### config.mk
export PLATFORM = sky130hd
export DESIGN_NAME = csr_exec_unit
export DESIGN_NICKNAME = d
export VERILOG_FILES = /design/src/rtl/csr_pkg.sv /design/src/rtl/csr_addr_decode.sv /design/src/rtl/csr_exec_unit.sv
export SDC_FILE = /design/constraint.sdc
export NUM_CORES = 1
export LEC_CHECK = 0
export ABC_AREA = 1
export BUFFER_PORTS_ARGS = -buffer_cell sky130_fd_sc_hd__buf_2
export CORE_AREA = 2 2 213 215
export DETAILED_ROUTE_END_ITERATION = 7
export DIE_AREA = 0 0 215 217
export PLACE_DENSITY = 0.49
export SLEW_MARGIN = 10
export SYNTH_ARGS = -nofsm -noshare
export SYNTH_HDL_FRONTEND = slang
export SYNTH_SLANG_ARGS = --single-unit
### constraint.sdc
create_clock -name clk_i -period 2.4 [get_ports clk_i]
set_clock_uncertainty 0.05 [all_clocks]
set_input_delay 0.12 -clock clk_i [delete_from_list [all_inputs] [get_ports clk_i]]
set_output_delay 0.12 -clock clk_i [all_outputs]
set_load 0.02 [all_outputs]
### src/rtl/csr_pkg.sv
// rtl/csr_pkg.sv - shared types and constants for the CSR execution unit
package csr_pkg;

    localparam int CSR_XLEN        = 32;
    localparam int CSR_NCSR        = 6;
    localparam int CSR_ECALL_CAUSE = 11;

    typedef enum logic [2:0] {
        OP_CSRRW = 3'd0,
        OP_CSRRS = 3'd1,
        OP_CSRRC = 3'd2,
        OP_ECALL = 3'd4,
        OP_MRET  = 3'd5
    } csr_op_e;

    localparam logic [2:0] IDX_MSTATUS  = 3'd0;
    localparam logic [2:0] IDX_MEPC     = 3'd1;
    localparam logic [2:0] IDX_MCAUSE   = 3'd2;
    localparam logic [2:0] IDX_MSCRATCH = 3'd3;
    localparam logic [2:0] IDX_MTVAL    = 3'd4;
    localparam logic [2:0] IDX_MTVEC    = 3'd5;

    localparam logic [11:0] ADDR_MSTATUS  = 12'h300;
    localparam logic [11:0] ADDR_MEPC     = 12'h341;
    localparam logic [11:0] ADDR_MCAUSE   = 12'h342;
    localparam logic [11:0] ADDR_MSCRATCH = 12'h340;
    localparam logic [11:0] ADDR_MTVAL    = 12'h343;
    localparam logic [11:0] ADDR_MTVEC    = 12'h305;

    localparam int MSTATUS_MIE    = 3;
    localparam int MSTATUS_MPIE   = 7;
    localparam int MSTATUS_MPP_LO = 11;
    localparam int MSTATUS_MPP_HI = 12;

    typedef enum logic [1:0] {
        ST_IDLE = 2'd0,
        ST_EXEC = 2'd1,
        ST_RESP = 2'd2
    } state_e;

endpackage

### src/rtl/csr_addr_decode.sv
// rtl/csr_addr_decode.sv - maps a 12-bit CSR address onto a CSR file index
module csr_addr_decode
    import csr_pkg::*;
(
    input  logic [11:0] addr_i,
    output logic [2:0]  idx_o,
    output logic        hit_o
);

    always_comb begin
        idx_o = IDX_MSTATUS;
        hit_o = 1'b1;
        unique case (addr_i)
            ADDR_MSTATUS:  idx_o = IDX_MSTATUS;
            ADDR_MEPC:     idx_o = IDX_MEPC;
            ADDR_MCAUSE:   idx_o = IDX_MCAUSE;
            ADDR_MSCRATCH: idx_o = IDX_MSCRATCH;
            ADDR_MTVAL:    idx_o = IDX_MTVAL;
            ADDR_MTVEC:    idx_o = IDX_MTVEC;
            default:       hit_o = 1'b0;
        endcase
    end

endmodule

### src/rtl/csr_exec_unit.sv
// rtl/csr_exec_unit.sv - Zicsr/ECALL/MRET execute stage driving a 6-entry CSR file
module csr_exec_unit
    import csr_pkg::*;
#(
    parameter int XLEN        = CSR_XLEN,
    parameter int NCSR        = CSR_NCSR,
    parameter int ECALL_CAUSE = CSR_ECALL_CAUSE
) (
    input  logic                       clk_i,
    input  logic                       rst_i,
    input  logic                       in_valid_i,
    output logic                       in_ready_o,
    input  logic [2:0]                 in_op_i,
    input  logic                       in_imm_i,
    input  logic [4:0]                 in_rs1_idx_i,
    input  logic [XLEN-1:0]            in_src_i,
    input  logic [11:0]                in_csr_addr_i,
    input  logic [XLEN-1:0]            in_pc_i,
    input  logic [NCSR-1:0][XLEN-1:0]  csr_rdata_i,
    output logic [NCSR-1:0]            csr_wen_o,
    output logic [NCSR-1:0][XLEN-1:0]  csr_wdata_o,
    output logic                       out_valid_o,
    input  logic                       out_ready_i,
    output logic [XLEN-1:0]            out_rd_val_o,
    output logic                       out_redirect_o,
    output logic [XLEN-1:0]            out_redirect_pc_o,
    output logic                       out_illegal_o
);

    state_e state_q, state_d;

    logic [2:0]      op_q;
    logic            imm_q;
    logic [4:0]      rs1_idx_q;
    logic [XLEN-1:0] src_q;
    logic [11:0]     addr_q;
    logic [XLEN-1:0] pc_q;

    logic [XLEN-1:0] rd_val_q, rd_val_d;
    logic            redirect_q, redirect_d;
    logic [XLEN-1:0] redirect_pc_q, redirect_pc_d;
    logic            illegal_q, illegal_d;

    logic [2:0]                dec_idx;
    logic                      dec_hit;
    logic [XLEN-1:0]           operand;
    logic [XLEN-1:0]           old_val;
    logic [XLEN-1:0]           mstatus_new;
    logic [NCSR-1:0]           wen_c;
    logic [NCSR-1:0][XLEN-1:0] wdata_c;

    csr_addr_decode u_decode (
        .addr_i (addr_q),
        .idx_o  (dec_idx),
        .hit_o  (dec_hit)
    );

    always_ff @(posedge clk_i) begin
        if (rst_i) begin
            state_q <= ST_IDLE;
        end else begin
            state_q <= state_d;
        end
    end

    always_comb begin
        state_d = state_q;
        unique case (state_q)
            ST_IDLE: if (in_valid_i) state_d = ST_EXEC;
            ST_EXEC: state_d = ST_RESP;
            ST_RESP: if (out_ready_i) state_d = ST_IDLE;
            default: state_d = ST_IDLE;
        endcase
    end

    always_ff @(posedge clk_i) begin
        if (rst_i) begin
            op_q          <= '0;
            imm_q         <= 1'b0;
            rs1_idx_q     <= '0;
            src_q         <= '0;
            addr_q        <= '0;
            pc_q          <= '0;
            rd_val_q      <= '0;
            redirect_q    <= 1'b0;
            redirect_pc_q <= '0;
            illegal_q     <= 1'b0;
        end else begin
            if (state_q == ST_IDLE && in_valid_i) begin
                op_q      <= in_op_i;
                imm_q     <= in_imm_i;
                rs1_idx_q <= in_rs1_idx_i;
                src_q     <= in_src_i;
                addr_q    <= in_csr_addr_i;
                pc_q      <= in_pc_i;
            end
            if (state_q == ST_EXEC) begin
                rd_val_q      <= rd_val_d;
                redirect_q    <= redirect_d;
                redirect_pc_q <= redirect_pc_d;
                illegal_q     <= illegal_d;
            end
        end
    end

    always_comb begin
        wen_c         = '0;
        wdata_c       = '0;
        rd_val_d      = '0;
        redirect_d    = 1'b0;
        redirect_pc_d = '0;
        illegal_d     = 1'b0;
        old_val       = '0;
        mstatus_new   = csr_rdata_i[IDX_MSTATUS];
        operand       = imm_q ? {{(XLEN-5){1'b0}}, rs1_idx_q} : src_q;

        for (int i = 0; i < NCSR; i++) begin
            if (dec_idx == 3'(i)) old_val = csr_rdata_i[i];
        end

        unique case (op_q)
            OP_CSRRW, OP_CSRRS, OP_CSRRC: begin
                if (!dec_hit) begin
                    illegal_d = 1'b1;
                end else begin
                    rd_val_d = old_val;
                    for (int i = 0; i < NCSR; i++) begin
                        if (dec_idx == 3'(i)) begin
                            // Set/clear with rs1=x0 is a pure read and must not write.
                            wen_c[i] = (op_q == OP_CSRRW) || (rs1_idx_q != 5'd0);
                            if (op_q == OP_CSRRW)      wdata_c[i] = operand;
                            else if (op_q == OP_CSRRS) wdata_c[i] = old_val | operand;
                            else                       wdata_c[i] = old_val & ~operand;
                        end
                    end
                end
            end
            OP_ECALL: begin
                mstatus_new[MSTATUS_MPIE] = csr_rdata_i[IDX_MSTATUS][MSTATUS_MIE];
                mstatus_new[MSTATUS_MIE]  = 1'b0;
                mstatus_new[MSTATUS_MPP_HI:MSTATUS_MPP_LO] = 2'b11;
                wen_c[IDX_MSTATUS]   = 1'b1;
                wen_c[IDX_MEPC]      = 1'b1;
                wen_c[IDX_MCAUSE]    = 1'b1;
                wdata_c[IDX_MSTATUS] = mstatus_new;
                wdata_c[IDX_MEPC]    = pc_q;
                wdata_c[IDX_MCAUSE]  = XLEN'(ECALL_CAUSE);
                redirect_d    = 1'b1;
                redirect_pc_d = {csr_rdata_i[IDX_MTVEC][XLEN-1:2], 2'b00};
            end
            OP_MRET: begin
                mstatus_new[MSTATUS_MIE]  = csr_rdata_i[IDX_MSTATUS][MSTATUS_MPIE];
                mstatus_new[MSTATUS_MPIE] = 1'b1;
                mstatus_new[MSTATUS_MPP_HI:MSTATUS_MPP_LO] = 2'b11;
                wen_c[IDX_MSTATUS]   = 1'b1;
                wdata_c[IDX_MSTATUS] = mstatus_new;
                redirect_d    = 1'b1;
                redirect_pc_d = csr_rdata_i[IDX_MEPC];
            end
            default: illegal_d = 1'b1;
        endcase
    end

    // rst is folded in combinationally so a reset during EXEC kills the write that cycle.
    always_comb begin
        csr_wen_o   = '0;
        csr_wdata_o = '0;
        if (state_q == ST_EXEC && !rst_i) begin
            csr_wen_o = wen_c;
            for (int i = 0; i < NCSR; i++) begin
                if (wen_c[i]) csr_wdata_o[i] = wdata_c[i];
            end
        end
    end

    assign in_ready_o        = (state_q == ST_IDLE);
    assign out_valid_o       = (state_q == ST_RESP);
    assign out_rd_val_o      = rd_val_q;
    assign out_redirect_o    = redirect_q;
    assign out_redirect_pc_o = redirect_pc_q;
    assign out_illegal_o     = illegal_q;

endmodule

==> results.txt, run 1 <==
synthesized cell area: 9900 sq um
Post-Syn Area per Cell: 5.68 sq um
Post-synth EDFFs: 0
Worst setup EP type: output port
CTS root buf: clkbuf_16
clock power share: 34.0%
gr ovfl total: 0
Final Net Count: 2,841
Simple-Gate Fraction of Synth Area: 40.5%
worst path cell trace: inv_2 -> nand2_2 -> nor2_4 -> buf_4 -> nand3_4 -> buf_4 -> nand2_2 -> buf_4 -> a31oi_1 -> nor3_2 -> nand2_1 -> nand2_1 -> nand2_4 -> buf_12 -> buf_12 -> a21oi_2 -> buf_4
Clock Sinks: 153
fin crit period: 3.03 ns
Data arrival, critical path: 2.86 ns
Slew Viols, Final: 0
die area: 46,700 sq um
Netlist cell types: 32
DPL Wire Length: 47,300 microns
Startpoint Class: flip-flop
# rows: 78
ranking of synthesized cells by area: dfxtp_1 31%, nand2_1 22%, nor2_1 11%
Mapped Cells: 1,744
number of buffers created by CTS: 17
core area: 44,700 sq um
Pleak: 0.00925 uW
worst hold slack: 0.0262 ns
syn_nets: 2,025
top-count cell post-synth: nand2_1
Final Hold Fails: 0
final WL: 66,900 microns
Longest Clk Path Bufs: 2
# DRC: 0
Post-Synth Adder-Cell Area: 0%
Synth Area in Compound Gates: 17.1%
Worst Setup Slack, final: -0.625 ns
Seq/Total Area, Yosys: 30.9%
Internal Power: 5270 uW
Worst path slowest cell: dfxtp_2
Critical Path Most Common Cell: buf_4
Die Ht: 217 microns
Comb power frac: 32.6%
Worst-Skew Late Latency: 0.46 ns
H-tree levels: 4
RSZ-0062 raised after global routing: yes
IR drop worst, VDD: 0.000406 V
Hold/Removal Path Class: in -> reg
drt pass-1 iters: 6
Post-DRT Antenna Nets: 0
CP Max Fanout: 6
Sequential Power Share: 33.5%
Post-Synth XOR/XNOR Area: 0%
Synth top area share: 30.9%
critical path's top delay family: buffers and inverters
gr usage total: 27.0%
Rel. slew slack: 42.1%
Pwr Total: 8350 uW
Initial Util: 22.1%
max frequency: 0.331 GHz
initial antenna violation count: 2
failing checks: negative setup slack
largest net degree at the start of global routing: 68
CTS tree: built
reg-to-reg slack, setup: -0.21 ns
WS Path Type: reg -> out
die width: 215 microns
first-pass GRT wire length: 93,700 microns
wire per inst: 21.1 microns
# port buffers: 546
Post-synth top cells: 573 x nand2_1, 293 x nor2_1, 154 x a21oi_1
Slew @ Worst Pin: 0.866 ns
synth warn: 0
top_reg_cell synth: dfxtp_1
Final GP Congestion: 0.904
largest area contributor in the netlist: dfxtp_1
post-synthesis mux area share: 0%
PwrDens: 420 nW/um^2
critical path required time: 2.23 ns
Filler cells: 4,684
CP Buf/Inv Count: 7
starting DRC count in detailed routing: 1,079
setup violators final: 230
main combinational cell family by area after synthesis: simple AND/OR/NAND/NOR gates
Synth Register Bits: 153
Total Neg Setup Slack: -107.82 ns
io pins: 547
Post-synth ARST share: 0%
Vias: 15,000
status: finished with violations
Max-Cap Viols: 0
Clock transition at path regs: 0.07 ns
vias per cell: 4.72
max incr delay on CP: 0.32 ns
Net Switching: 3090 uW
Area Overhead vs Synth: 101%
share of cells above drive strength 1: 46.5%
final worst-path cycle share: 126%
Sw Ratio: 36.9%
vias in the first global route: 14,300
-- kinds of logic after synthesis --
group	Yosys count
flip-flops	153
AO/OA/AOI/OAI	313
AND/OR/NAND/NOR	993
buffers and inverters	285
-- layer usage --
metal / routed length, microns / GRT usage, % / vias up / part of all wire [%]
met4: 1830 / 7.91 / 0 / 2.7
met5: 0 / 0 / - / 0
li1: - / - / 7119 / -
met3: 3940 / 4.01 / 93 / 5.9
met2: 31400 / 45.1 / 652 / 47
met1: 29800 / 36.1 / 7132 / 44
-- power by group through the flow --
stage | clock network (uW) | registers (uW) | logic [uW]
finish | 2840 | 2800 | 2720
global route | 3000 | 2810 | 2910
CTS | 2900 | 2790 | 2490
detailed placement | 0 | 2850 | 2060
global placement | 0 | 2840 | 2050
floorplan | 0 | 2880 | 878
-- through the flow --
stage / cells / util [%] / area (sq um) / setup WS, ns
detailed placement: 2938 / 32.7 / 14600 / -0.415
floorplan: 1744 / - / 9900 / 0.184
CTS: 3154 / 42.3 / 18900 / -0.642
finish: 3176 / 44.5 / 19900 / -0.625
global placement: 2938 / 32.7 / 14600 / -0.372
global route: 3175 / 44.5 / 19900 / -0.775
-- worst paths after layout --
kind	cells past startpoint	from	end
max	17	addr_q[11]$_SDFFE_PP0P_	csr_wdata_o[11]
min	3	in_src_i[13]	src_q[13]$_SDFFE_PP0P_
max reg2reg	14	addr_q[11]$_SDFFE_PP0P_	out_rd_val_o[8]$_SDFFE_PP0N_
min reg2reg	2	src_q[2]$_SDFFE_PP0P_	src_q[2]$_SDFFE_PP0P_
-- final cells by class --
class	count	area (sq um)	area share, %
Timing Repair Buffer	914	7650	38.5
Multi-Input combinational cell	1306	7060	35.5
Sequential cell	153	3070	15.5
Tap cell	600	751	3.78
Inverter	168	743	3.74
Clock buffer	17	425	2.14
Clock inverter	15	159	0.800
Antenna cell	3	7.51	0.0378
-- flip-flops by register name, indices dropped and copies added (netlist names), 2 cells and up --
signal	cells
pc_q	32
op_q	3
src_q	32
rs1_idx_q	5
out_rd_val_o	32
out_redirect_pc_o	32
state_q	2
addr_q	12
-- worst reg2reg max path: stages, from the launching register on --
cell	delay, ns
dfxtp_2	0.32
inv_2	0.05
nand2_2	0.06
nor2_4	0.19
buf_4	0.16
nand3_2	0.09
buf_6	0.16
nand2_4	0.10
nor3b_4	0.05
nand2_2	0.10
nand2_4	0.08
buf_4	0.15
nor2_4	0.65
nand3_1	0.16
a21oi_1	0.16
-- cells in the final DEF, fill, tap and decap left out, types with 9 or more instances in the layout --
| cell | Yosys | layout |
|---|---|---|
| a21oi_1 | 154 | 109 |
| a21oi_2 | 0 | 39 |
| a31o_2 | 28 | 28 |
| buf_12 | 0 | 48 |
| buf_16 | 0 | 14 |
| buf_2 | 27 | 363 |
| buf_4 | 2 | 232 |
| buf_6 | 3 | 111 |
| clkbuf_16 | 0 | 19 |
| dfxtp_1 | 153 | 146 |
| dlygate4sd3_1 | 0 | 143 |
| inv_1 | 138 | 121 |
| inv_2 | 28 | 23 |
| inv_4 | 0 | 9 |
| inv_8 | 0 | 11 |
| nand2_1 | 573 | 456 |
| nand2_2 | 3 | 87 |
| nand2_4 | 2 | 33 |
| nand3_1 | 53 | 34 |
| nand3_2 | 1 | 14 |
| nand4_1 | 31 | 31 |
| nor2_1 | 293 | 203 |
| nor2_2 | 2 | 39 |
| nor2_4 | 2 | 55 |
| o21ai_0 | 122 | 122 |
| or2_2 | 25 | 25 |
-- what timing repair did --
item                                    in CTS  in global routing
setup buffers                               26                 19
hold buffers                               143                  0
endpoints found under the hold margin      116                  0
pin swaps                                   60                 54
gates cloned                                15                  2
endpoints found under the setup margin     229                230
gates resized for setup                    523                227
(Power assumes the default switching activity.)
==> run 2, diff against run 1 <==
SETUP_SLACK_MARGIN = 0.3   (was not set)
==> run 2 against run 1 <==
The run still ends with negative setup slack left. Utilization fell by 1.7 points. Sequential share of layout area rose by 0.57 points. Count of clock-buffer cells in the layout rose by 6. Final cell count fell by 1.3%. Total power fell by 2.2%. Clock power rose by 3%. Die area did not move. Fmax fell by 2.1%. Register-to-register slack got worse by 0.05 ns. Hold slack improved by 0.037 ns. Wire length fell by 0.57%. Sequential power barely moved. Largest cell class is now multi-input gates.
==> results.txt, run 2 (synthesis results as in run 1) <==
status: finished with violations
failing checks: negative setup slack
setup violators final: 230 (unchanged)
commonest non-fill, non-tap cell in the layout: nand2_1
Final Net Count: 2,795 (-1.6%)
most frequent cells in the layout: 485 x nand2_1, 371 x buf_2, 215 x buf_4, 175 x nor2_1, 149 x dfxtp_1
Worst-Skew Late Latency: 0.48 ns (+0.02 ns)
Worst Setup Slack, final: -0.690 ns (-0.0647 ns)
share of cells above drive strength 1: 45.6% (-0.92 points)
io pins: 547 (unchanged)
CTS tree: built
# port buffers: 546 (unchanged)
vias in the first global route: 14,300 (-0.46%)
area used by multi-input combinational logic: 7120 sq um (+0.83%)
# rows: 78 (unchanged)
Initial Util: 22.1% (unchanged)
CP Buf/Inv Count: 7 (unchanged)
Filler cells: 4,750 (+1.4%)
WS Path Type: reg -> out
Slew Viols, Final: 0 (unchanged)
PwrDens: 427 nW/um^2 (+1.6%)
Hold/Removal Path Class: in -> reg
gr ovfl total: 0 (unchanged)
IR drop worst, VDD: 0.000418 V (+3.1%)
Longest Clk Path Bufs: 2 (unchanged)
drt pass-1 iters: 5 (-1)
wire per inst: 21.2 microns (+0.73%)
Worst setup EP type: output port
Rel. slew slack: 40.3% (-1.9 points)
fin util: 42.8% (-1.7 points)
Clock transition at path regs: 0.07 ns (about the same)
max frequency: 0.324 GHz (-2.1%)
critical path's top delay family: simple AND/OR/NAND/NOR gates
Sequential Area: 3070 sq um (-0.20%)
largest net degree at the start of global routing: 68 (unchanged)
number of buffers created by CTS: 17 (unchanged)
worst hold slack: 0.0635 ns (+0.0374 ns)
# DRC: 0 (unchanged)
final worst-path cycle share: 129% (+2.7 points)
DPL Wire Length: 47,900 microns (+1.2%)
H-tree levels: 4 (unchanged)
Pleak: 0.00876 uW (-5.3%)
placed instance area: 14,600 sq um (about the same)
Area Overhead vs Synth: 93.2%
Finished Cell Area: 19,100 sq um (-3.7%)
final WL: 66,500 microns (-0.57%)
vias per cell: 4.74 (+0.48%)
Slew @ Worst Pin: 0.894 ns (+0.0279 ns)
starting DRC count in detailed routing: 974 (-9.7%)
RSZ-0062 raised after global routing: yes
die width: 215 microns (unchanged)
Max-Cap Viols: 0 (unchanged)
worst path cell trace: inv_2 -> nand2_2 -> nor2_4 -> buf_6 -> buf_6 -> and2_4 -> nand2_4 -> nand2_4 -> nor3b_4 -> nand2_2 -> nand2_4 -> buf_6 -> nor3_4 -> buf_6 -> nand2_4 -> buf_12 -> nor2_2 -> buf_4
Clock Sinks: 153 (unchanged)
CTS root buf: clkbuf_16
Die Ht: 217 microns (unchanged)
core area: 44,700 sq um (unchanged)
Post-DRT Antenna Nets: 0 (unchanged)
Final GP Congestion: 0.907 (+0.32%)
max incr delay on CP: 0.31 ns (about the same)
initial antenna violation count: 9 (+7)
Startpoint Class: flip-flop
Final Hold Fails: 0 (unchanged)
first-pass GRT wire length: 92,000 microns (-1.8%)
Data arrival, critical path: 2.92 ns (+0.06 ns)
gr usage total: 26.6% (-0.37 points)
die area: 46,700 sq um (unchanged)
CP Max Fanout: 33 (+27)
Vias: 14,900 (-0.82%)
critical path required time: 2.23 ns (about the same)
fin crit period: 3.09 ns (+0.0647 ns)
Worst path slowest cell: dfxtp_2
-- run 2: changes by cell type in the layout (fill, tap and decap cells not counted), sizes merged --
cell | previous run | this run
bufbuf | 0 | 1
clkbuf | 19 | 30
bufinv | 1 | 3
diode | 3 | 9
inv | 172 | 163
buf | 769 | 712
dlygate4sd3 | 143 | 148
-- run 2: per-layer routing --
layer / share of wire [%] / global-route usage, % / vias up
met3: 6.0 / 4.60 / 101
met5: 0 / 0 / -
met2: 47 / 43.6 / 672
met4: 3.3 / 10.2 / 0
met1: 44 / 35.0 / 7053
li1: - / - / 7047
-- run 2: final cells by class --
type	count	area share, %
timing repair buffer	868	36.0
tap	600	3.92
clock inverter	8	0.615
inverter	168	3.48
clock buffer	23	2.55
antenna	9	0.118
sequential	153	16.0
multi-input combinational	1306	37.2
-- run 2: timing repair --
item | CTS | global route
cloned | 5 | 8
buffers inserted | 22 | 8
resized for setup | 336 | 244
pin swaps | 21 | 31
setup endpoints to repair | 258 | 258
endpoints found under the hold margin | 127 | 0
hold buffers | 148 | 0
-- run 2: per-stage QoR --
stage	cells	worst slack [ns]	setup TNS (ns)	power [uW]
after floorplan	1744	0.239	0	3800
after global placement	2904	-0.293	-35.86	4800
after detailed placement	2904	-0.346	-45.54	4820
after CTS	3110	-0.635	-122.32	8110
after global routing	3134	-0.816	-160.03	8540
final	3135	-0.690	-124.46	8170
-- run 2: power breakdown --
group	switching (uW)	internal, uW
clock	1190	1730
sequential	86.1	2720
combinational	1550	898
-- run 2: worst paths after layout --
path / startpoint / to / slack [ns] / depth (start not counted)
max: addr_q[10]$_SDFFE_PP0P_ / csr_wdata_o[154] / -0.69 / 18
min: csr_rdata_i[78] / out_rd_val_o[14]$_SDFFE_PP0N_ / 0.06 / 5
max reg2reg: addr_q[10]$_SDFFE_PP0P_ / out_rd_val_o[8]$_SDFFE_PP0N_ / -0.26 / 15
min reg2reg: src_q[27]$_SDFFE_PP0P_ / src_q[27]$_SDFFE_PP0P_ / 0.40 / 2
-- run 2: worst min-delay path, stage by stage --
cell and delay (ns):
buf_2 0.09, nand2_1 0.04, nand4_1 0.11, nand3_1 0.09
a21oi_1 0.11
==> run 3, diff against run 2 <==
ABC_AREA = not set   (was 1)
CORE_AREA = 2 2 212 214   (was 2 2 213 215)
DIE_AREA = 0 0 214 216   (was 0 0 215 217)
PLACE_DENSITY = 0.51   (was 0.49)
==> run 3 against run 2 <==
The run still ends with negative setup slack left. Via count grew 3.4%. Fmax grew 1.5%. Synthesized cell count decreased by 15%. Final cell count shrank 5.7%. Non-clock buffer count is 110 higher. First-iteration DRC count increased by 25%. Critical endpoint is now csr_wdata_o[86]. Setup slack improved by 0.047 ns. Utilization up 8.1 points. Register-to-register slack gained 0.13 ns. Hold slack lost 0.026 ns. Area after synthesis is 5.4% higher.
==> results.txt, run 3 <==
top_reg_cell synth: dfxtp_1
die width: 214 microns (-0.47%)
Worst-Skew Late Latency: 0.50 ns (+0.02 ns)
Sequential Area: 3080 sq um (+0.49%)
reg-to-reg slack, setup: -0.13 ns (+0.13 ns)
# rows: 77 (-1.3%)
Die Ht: 216 microns (-0.46%)
setup violators final: 226 (-1.7%)
Final Net Count: 2,623 (-6.2%)
Initial Util: 23.8% (+1.7 points)
critical path required time: 2.23 ns (about the same)
Post-Syn Area per Cell: 7.07 sq um (+25%)
first-pass GRT wire length: 101,000 microns (+10%)
CTS root buf: clkbuf_16
Rel. slew slack: 37.9% (-2.4 points)
Final GP Congestion: 0.892 (-1.7%)
die area: 46,200 sq um (-0.92%)
# port buffers: 546 (unchanged)
Startpoint Class: flip-flop
Max-Cap Viols: 0 (unchanged)
Clock Sinks: 153 (unchanged)
Post-synth EDFFs: 0 (unchanged)
IR drop worst, VDD: 0.000538 V (+29%)
CP Max Fanout: 5 (-85%)
Worst Setup Slack, final: -0.643 ns (+0.0469 ns)
Synth Register Bits: 153 (unchanged)
Total Neg Setup Slack: -112.27 ns (+12.19 ns)
WS Path Type: reg -> out
number of buffers created by CTS: 17 (unchanged)
Sequential Power Share: 31.4% (-2.9 points)
RSZ-0062 raised after global routing: yes
fin crit period: 3.04 ns (-0.0469 ns)
commonest non-fill, non-tap cell in the layout: buf_2
Clock transition at path regs: 0.07 ns (about the same)
Synth top area share: 29.4% (-1.6 points)
Worst setup EP type: output port
Hold/Removal Path Class: in -> reg
ranking of synthesized cells by area: dfxtp_1 29%, nand2_1 12%, nor2_1 7.5%
Hold Crit Depth: 4 (-1)
clock power share: 33.4% (-2.3 points)
Post-DRT Antenna Nets: 0 (unchanged)
Mapped Cells: 1,476 (-15%)
syn_nets: 1,757 (-13%)
synth warn: 0 (unchanged)
Filler cells: 4,040 (-15%)
Longest Clk Path Bufs: 2 (unchanged)
# DRC: 0 (unchanged)
Slew Viols, Final: 0 (unchanged)
CTS tree: built
DP Worst Slack: -0.228 ns (+0.118 ns)
gr ovfl total: 0 (unchanged)
Internal Power: 5620 uW (+5.2%)
vias per cell: 5.20 (+9.7%)
fin util: 50.9% (+8.1 points)
Post-synth ARST share: 0% (unchanged)
reg-to-reg endpoint: out_rd_val_o[15]$_SDFFE_PP0N_
fin cells: 2,956 (-5.7%)
Vias: 15,400 (+3.4%)
Reg-to-Reg Start: addr_q[10]$_SDFFE_PP0P_
share of cells above drive strength 1: 55.0% (+9.4 points)
DP Cell Count: 2,663 (-8.3%)
final WL: 74,400 microns (+12%)
core area: 43,800 sq um (-1.9%)
min-delay src: csr_rdata_i[44]
vias in the first global route: 15,100 (+5.5%)
area used by multi-input combinational logic: 9000 sq um (+26%)
Post-synth top cells: 326 x nand2_1, 208 x nor2_1, 153 x dfxtp_1
io pins: 547 (unchanged)
Pleak: 0.00906 uW (+3.5%)
DPL Wire Length: 51,300 microns (+7.2%)
wire per inst: 25.2 microns (+19%)
drt pass-1 iters: 7 (+2)
worst hold slack: 0.0377 ns (-0.0258 ns)
gr usage total: 29.9% (+3.3 points)
Final Hold Fails: 0 (unchanged)
PwrDens: 394 nW/um^2 (-7.7%)
largest area contributor in the netlist: dfxtp_1
Net Switching: 3170 uW (+12%)
cells on worst reg2reg path: 13 (-2)
initial antenna violation count: 9 (unchanged)
max frequency: 0.329 GHz (+1.5%)
largest net degree at the start of global routing: 79 (+16%)
Area Overhead vs Synth: 114%
status: finished with violations
starting DRC count in detailed routing: 1,220 (+25%)
Netlist cell types: 61 (+91%)
Slew @ Worst Pin: 0.928 ns (+0.0349 ns)
Seq/Total Area, Yosys: 29.4% (-1.6 points)
Comb power frac: 35.3% (+5.3 points)
failing checks: negative setup slack
synthesized cell area: 10,400 sq um (+5.4%)
H-tree levels: 4 (unchanged)
final worst-path cycle share: 127% (-2.0 points)
most frequent cells in the layout: 363 x buf_2, 307 x nand2_1, 195 x buf_4, 172 x buf_6, 150 x dlygate4sd3_1
Data arrival, critical path: 2.87 ns (-0.05 ns)
top-count cell post-synth: nand2_1
Sw Ratio: 36.0% (+1.4 points)
Hold EP: out_redirect_pc_o[12]$_SDFFE_PP0N_
## run 3: cell types whose count changed after synthesis, moves of 34 or more
cell,previous run,this run
nor2_1,293,208
nor2b_1,0,35
mux2_2,0,34
a22oi_1,0,37
o21ai_1,0,55
a211oi_1,0,49
inv_1,138,9
nand3_1,53,2
o21ai_0,122,33
nand2_1,573,326
## run 3: cells by family after synthesis
kind of cell | after synthesis | synth area share [%]
muxes | 39 | 4.15
DFF | 153 | 29.4
and+or+nand+nor | 713 | 30.7
buffers and inverters | 140 | 5.67
AOI/OAI and AO/OA | 431 | 30.2
## run 3: worst max-delay path, stage by stage, from the launching register on
cell and delay, ns:
dfxtp_2 0.33, nor4bb_2 0.27, buf_4 0.22, buf_12 0.13, o211ai_4 0.07, buf_6 0.15
buf_6 0.11, buf_6 0.11, a2bb2oi_4 0.17, o22ai_2 0.09, a41oi_2 0.19, buf_4 0.17
buf_12 0.15, nor2_2 0.06, buf_6 0.13
## run 3: power groups by stage
stage               sequential (uW)  clock [uW]  combinational, uW
finish                         2760        2930               3100
floorplan                      2830           0               1180
detailed placement             2810           0               2520
CTS                            2760        3010               2950
global route                   2770        3070               3230
global placement               2810           0               2500
## run 3: final cells by class
| class | instances | share of cell area (%) |
|---|---|---|
| clock inverters | 12 | 0.623 |
| multi-input cells | 1183 | 40.3 |
| flip-flops and latches | 153 | 13.8 |
| diodes | 9 | 0.101 |
| inverters | 9 | 0.174 |
| repair buffers | 978 | 39.6 |
| clock buffers | 20 | 2.05 |
| well taps | 592 | 3.32 |
## run 3: timing repair
item | 4_1_cts | 5_1_grt
gates resized for setup | 316 | 281
setup endpoints to repair | 230 | 231
endpoints found under the hold margin | 145 | 0
hold buffers | 150 | 0
buffers inserted | 62 | 17
cloned | 16 | 7
pin swaps | 79 | 53
## run 3: how the worst max path moves through the flow
stage,startpoint,endpoint,slack [ns],depth (start not counted)
floorplan,addr_q[9]$_SDFFE_PP0P_,csr_wdata_o[163],0.16,7
global placement,addr_q[1]$_SDFFE_PP0P_,csr_wdata_o[54],-0.28,10
detailed placement,addr_q[1]$_SDFFE_PP0P_,csr_wdata_o[54],-0.23,10
CTS,addr_q[6]$_SDFFE_PP0P_,csr_wdata_o[53],-0.63,9
global route,addr_q[6]$_SDFFE_PP0P_,csr_wdata_o[29],-0.72,9
finish,addr_q[10]$_SDFFE_PP0P_,csr_wdata_o[86],-0.64,14
## run 3: per-stage QoR
stage,cell area (sq um),total power (uW)
after floorplan,11700,4010
after global placement,16700,5310
after detailed placement,16700,5330
after CTS,21000,8710
after global routing,22300,9080
final,22300,8790
## run 3: routing by layer
layer / track usage (%) / wire (microns) / vias to the layer above
li1: - / - / 6952
met2: 48.8 / 35100 / 825
met5: 0 / 13 / -
met4: 15.0 / 3610 / 2
met1: 37.1 / 29800 / 7400
met3: 6.77 / 5800 / 200
